`config.mk`:
```
export PLATFORM = sky130hd
export DESIGN_NAME = fft_bfly_pair_buffer
export DESIGN_NICKNAME = d
export VERILOG_FILES = /design/src/rtl/fft_bfly_pair_buffer.sv
export SDC_FILE = /design/constraint.sdc
export NUM_CORES = 1
export LEC_CHECK = 0
export CORE_ASPECT_RATIO = 1.5
export CORE_MARGIN = 5
export CORE_UTILIZATION = 30
export CTS_CLUSTER_DIAMETER = 120
export CTS_CLUSTER_SIZE = 16
export DETAILED_ROUTE_END_ITERATION = 8
export PLACE_DENSITY = 0.51
export SLEW_MARGIN = 20
export SYNTH_ARGS = -nofsm -noshare
export SYNTH_HDL_FRONTEND = slang
export SYNTH_SLANG_ARGS = --single-unit
```
`constraint.sdc`:
```
create_clock -name clk -period 6.3 [get_ports clk]
set_input_delay 1.575 -clock clk [delete_from_list [all_inputs] [get_ports clk]]
set_output_delay 1.575 -clock clk [all_outputs]
set_load 0.01 [all_outputs]
```
`src/rtl/fft_bfly_pair_buffer.sv`:
```
// Radix-2 butterfly input stage: buffers the first half of each 2*DEPTH span
// and presents (x[k], x[k+DEPTH]) pairs with index k as second-half samples arrive.
`ifndef FFT_DATA_WIDTH
`define FFT_DATA_WIDTH 16
`endif

package fft_bfly_pair_buffer_pkg;
    localparam int unsigned FFT_DATA_WIDTH = `FFT_DATA_WIDTH;

    typedef struct packed {
        logic signed [FFT_DATA_WIDTH-1:0] data_r;
        logic signed [FFT_DATA_WIDTH-1:0] data_i;
    } fft_data_sample_t;
endpackage

module fft_bfly_pair_buffer
    import fft_bfly_pair_buffer_pkg::*;
#(
    parameter  int unsigned DEPTH = 8,
    localparam int unsigned CW    = $clog2(2*DEPTH)
) (
    input  logic             clk,
    input  logic             rst_n,
    input  logic             in_valid,
    input  logic             in_sof,
    input  fft_data_sample_t in_data,
    output fft_data_sample_t opa,
    output fft_data_sample_t opb,
    output logic             pair_valid,
    output logic [CW-2:0]    pair_idx,
    output logic             pair_last,
    output logic             sync_err
);
    localparam int unsigned AW = CW - 1;

    logic [CW-1:0]    cnt_q, cnt_d;
    fft_data_sample_t opa_q, opa_d;
    fft_data_sample_t opb_q, opb_d;
    logic             pair_valid_q, pair_valid_d;
    logic [AW-1:0]    pair_idx_q, pair_idx_d;
    logic             pair_last_q, pair_last_d;
    logic             sync_err_q, sync_err_d;

    fft_data_sample_t mem_q [DEPTH];
    logic             mem_we;
    logic [AW-1:0]    mem_wa;

    logic             phase;
    logic [AW-1:0]    addr;

    assign phase = cnt_q[CW-1];
    assign addr  = cnt_q[AW-1:0];

    // Next-state: sof forces index 0 (discarding any partial span), else FILL writes / PAIR emits.
    always_comb begin
        cnt_d        = cnt_q;
        opa_d        = opa_q;
        opb_d        = opb_q;
        pair_valid_d = 1'b0;
        pair_idx_d   = pair_idx_q;
        pair_last_d  = 1'b0;
        sync_err_d   = sync_err_q;
        mem_we       = 1'b0;
        mem_wa       = addr;

        if (in_valid) begin
            if (in_sof) begin
                cnt_d  = CW'(1);
                mem_we = 1'b1;
                mem_wa = '0;
                if (cnt_q != '0) begin
                    sync_err_d = 1'b1;
                end
            end else begin
                cnt_d = cnt_q + CW'(1);
                if (!phase) begin
                    mem_we = 1'b1;
                end else begin
                    opa_d        = mem_q[addr];
                    opb_d        = in_data;
                    pair_valid_d = 1'b1;
                    pair_idx_d   = addr;
                    pair_last_d  = (addr == AW'(DEPTH - 1));
                end
            end
        end
    end

    always_ff @(posedge clk or negedge rst_n) begin
        if (!rst_n) begin
            cnt_q        <= '0;
            opa_q        <= '0;
            opb_q        <= '0;
            pair_valid_q <= 1'b0;
            pair_idx_q   <= '0;
            pair_last_q  <= 1'b0;
            sync_err_q   <= 1'b0;
        end else begin
            cnt_q        <= cnt_d;
            opa_q        <= opa_d;
            opb_q        <= opb_d;
            pair_valid_q <= pair_valid_d;
            pair_idx_q   <= pair_idx_d;
            pair_last_q  <= pair_last_d;
            sync_err_q   <= sync_err_d;
        end
    end

    // First-half storage; contents are always rewritten before being read.
    always_ff @(posedge clk) begin
        if (mem_we) begin
            mem_q[mem_wa] <= in_data;
        end
    end

    assign opa        = opa_q;
    assign opb        = opb_q;
    assign pair_valid = pair_valid_q;
    assign pair_idx   = pair_idx_q;
    assign pair_last  = pair_last_q;
    assign sync_err   = sync_err_q;
endmodule

```
==> out/metrics.yaml <==
status: "finished, final reports clean"
rsz0062_at_grt: "no"
grt_pass1_wl_mm: 41.8
cpPeakStageDelay_ns: 0.87
gp_congestion: 0.695
end_kind: "flop"
grt_util_all_layers_pct: 11.5
path_class: "primary input to flop"
dieHeight_um: 263
hold_end: "sync_err$_DFFE_PN0P_"
rows: 92
rr_startpoint: "cnt_q[1]$_DFFE_PN0P_"
drc: 0
hold_viol: 0
p_int_w: 0.00405
clk_pin_slew_worst_paths_ns: 0.07
grt_pass1_vias: 6938
netlist_instances: 707
cts_sinks: 330
syn_avg_cell_area_um2: 18.1
clock_path_buffers: 3
final_common_cell: "edfxtp_1"
met3_usage_pct: 1.70
pwr-share-clk_pct: 26.5
post-place-ws_ns: 2.16
vias: 6522
path_delay_family: "simple AND/OR/NAND/NOR gates"
cts_hold_buf: 0
final_cell_mix: "256 x edfxtp_1, 104 x clkdlybuf4s50_1, 96 x mux2_2, 73 x dfrtp_1, 65 x mux2i_1"
io_pins: 106
path_max_fanout: 32
dp_hpwl_mm: 15.0
tightest_slew_ns: 1.10
worstPathArrival_ns: 3.70
slew_headroom_pct: 26.6
synth_top_cells_by_area: "edfxtp_1 60%, dfrtp_1 14%, mux2_2 8.5%"
clock_skew_ns: 0.0137
fin_area_um2: 15200
pwr-share-comb_pct: 22.6
cts_tree: "built"
start_kind: "primary input"
worst-path-buf-inv: 1
yosysSeqAreaShare_pct: 74.6
antenna_found_initial: 1
initial_core_util_pct: 30.4
netlist-cell-type-count: 31
postCtsSetupRepairBufs: 0
fin_crit_sh_pct: 56.4
viasPerCell: 4.69
reg2reg_depth: 4
setup_tns_ns: 0
die_w_um: 179
root_buffer: "clkbuf_16"
r2r_slack_ns: 3.55
worstHoldPathCells: 1
leakagePower_nw: 5.16
finalSetupViolCount: 0
finalCriticalPeriod_ns: 3.55
slowest_stage: "nor2_4"
placed_cell_area_um2: 14400
h-tree-depth: 1
drt_iter0_markers: 321
use_met1_pct: 13.8
drtPass1Iterations: 4
grt_busiest_layer: "met2"
vdd_drop_max_v: 0.000184
finalMaxSlewViolations: 0
max-cap-violations: 0
yosysWarnings: 0
swShare_pct: 25.9
grt_max_degree: 71
cp.required_ns: 6.44
port_buffers: 105
total_power_w: 0.00546
min-delay-start: "sync_err$_DFFE_PN0P_"
nNetsFinal: 847
mappedNetlistArea_um2: 12800
ys_seq_elements: 330
power_frac_seq_pct: 50.8
wirelength_mm: 26.9
area_growth_pct: 18.6
core-area_um2: 42100
wl_per_cell_um: 19.3
rr_endpoint: "opa[15]$_DFFE_PN0P_"
numCtsBuffers: 24
met2_usage_pct: 21.2
syn-num-nets: 746
hold_class: "flop to flop"
clk_latency_ns: 0.53
fmax_mhz: 281
critical_path_cell_count: 4
postRouteAntennaNets: 0
path_cells: "clkdlybuf4s50_1 -> nor2b_1 -> nand3_1 -> nor2_4"
cts_resized: 0
grt_overflow: 0
layout-drive-gt1-share_pct: 21.7
fin_ws_ns: 2.75
die-area_um2: 47000
p_sw_w: 0.00141
final_util_pct: 36.0
synth_top_cell_area_share_pct: 60.1
p_per_area_nw_per_um2: 360
yosys.area.top_type: "edfxtp_1"
per-layer routing:
metal / part of all wire, % / vias to the layer above / routed length [µm]
met5: 0 / - / 0
met4: 1.6 / 0 / 424
met3: 3.4 / 17 / 925
met2: 55 / 92 / 14700
met1: 40 / 3446 / 10800
li1: - / 2967 / -
cell usage after synthesis (all sizes together):
library cell    n
nor2b           3
nor4            3
a21oi           1
o22ai          30
o31ai          32
nand2          38
mux2           96
buf            30
dfrtp          74
o21a            1
nor2            3
a31o            1
inv             5
o2bb2ai         6
a22o           29
nand3           3
ha              3
nand2b          2
mux2i          65
nand3b          3
nor4b           1
edfxtp        256
o21ai           5
clkbuf         13
and3            1
nor3            3
per-stage QoR:
step | instances | hold slack [ns]
floorplan | 707 | 0.512
global placement | 1344 | 0.467
detailed placement | 1344 | 0.465
CTS | 1387 | 0.487
global route | 1389 | 0.514
finish | 1390 | 0.477
worst register-to-register path: stages (launching register included):
cell and delay, ns:
dfrtp_4 0.79, buf_4 0.94, mux2_2 0.50, o22ai_1 0.28, o31ai_2 0.10
area by class of cell:
| cell class | instances | area, µm² |
|---|---|---|
| diodes | 1 | 2.50 |
| clock buffers | 42 | 689 |
| clock inverters | 1 | 8.76 |
| fillers | 4070 | 27000 |
| inverters | 5 | 18.8 |
| multi-input cells | 329 | 3030 |
| flip-flops and latches | 330 | 9540 |
| well taps | 564 | 706 |
| repair buffers | 118 | 1170 |
power by group through the flow:
| stage | clock (W) | combinational [W] | sequential [W] |
|---|---|---|---|
| 4_1_cts | 0.00152 | 0.00125 | 0.00280 |
| 6_report | 0.00145 | 0.00124 | 0.00277 |
| 5_1_grt | 0.00159 | 0.00134 | 0.00281 |
| 3_5_place_dp | 0 | 0.00124 | 0.00285 |
| 3_3_place_gp | 0 | 0.00123 | 0.00284 |
| 2_1_floorplan | 0 | 0.000571 | 0.00288 |
cells by family after synthesis:
logic type                 after synthesis  synth area share [%]
buffers and inverters                   48                  2.24
DFF                                    330                  74.6
adders and majority gates                3                 0.293
AOI/OAI and AO/OA                      105                  7.24
muxes                                  161                  13.5
and+or+nand+nor                         60                  2.12
worst max path at each step:
| stage | from | end | slack (ns) |
|---|---|---|---|
| after floorplan | in_valid | mem_q[1][0]$_DFFE_PP_ | 0.39 |
| after global placement | in_valid | mem_q[7][17]$_DFFE_PP_ | 2.20 |
| after detailed placement | in_valid | mem_q[7][18]$_DFFE_PP_ | 2.16 |
| after CTS | in_valid | mem_q[7][2]$_DFFE_PP_ | 2.66 |
| after global routing | in_valid | mem_q[7][2]$_DFFE_PP_ | 2.59 |
| final | in_valid | mem_q[7][10]$_DFFE_PP_ | 2.75 |
state kept, by name, indices dropped and copies added (netlist names):
name and count:
cnt_q 4, mem_q 256, opa 32, opb 32, pair_idx 3, pair_last 1, pair_valid 1, sync_err 1
Power figures use the tool's default switching activity.
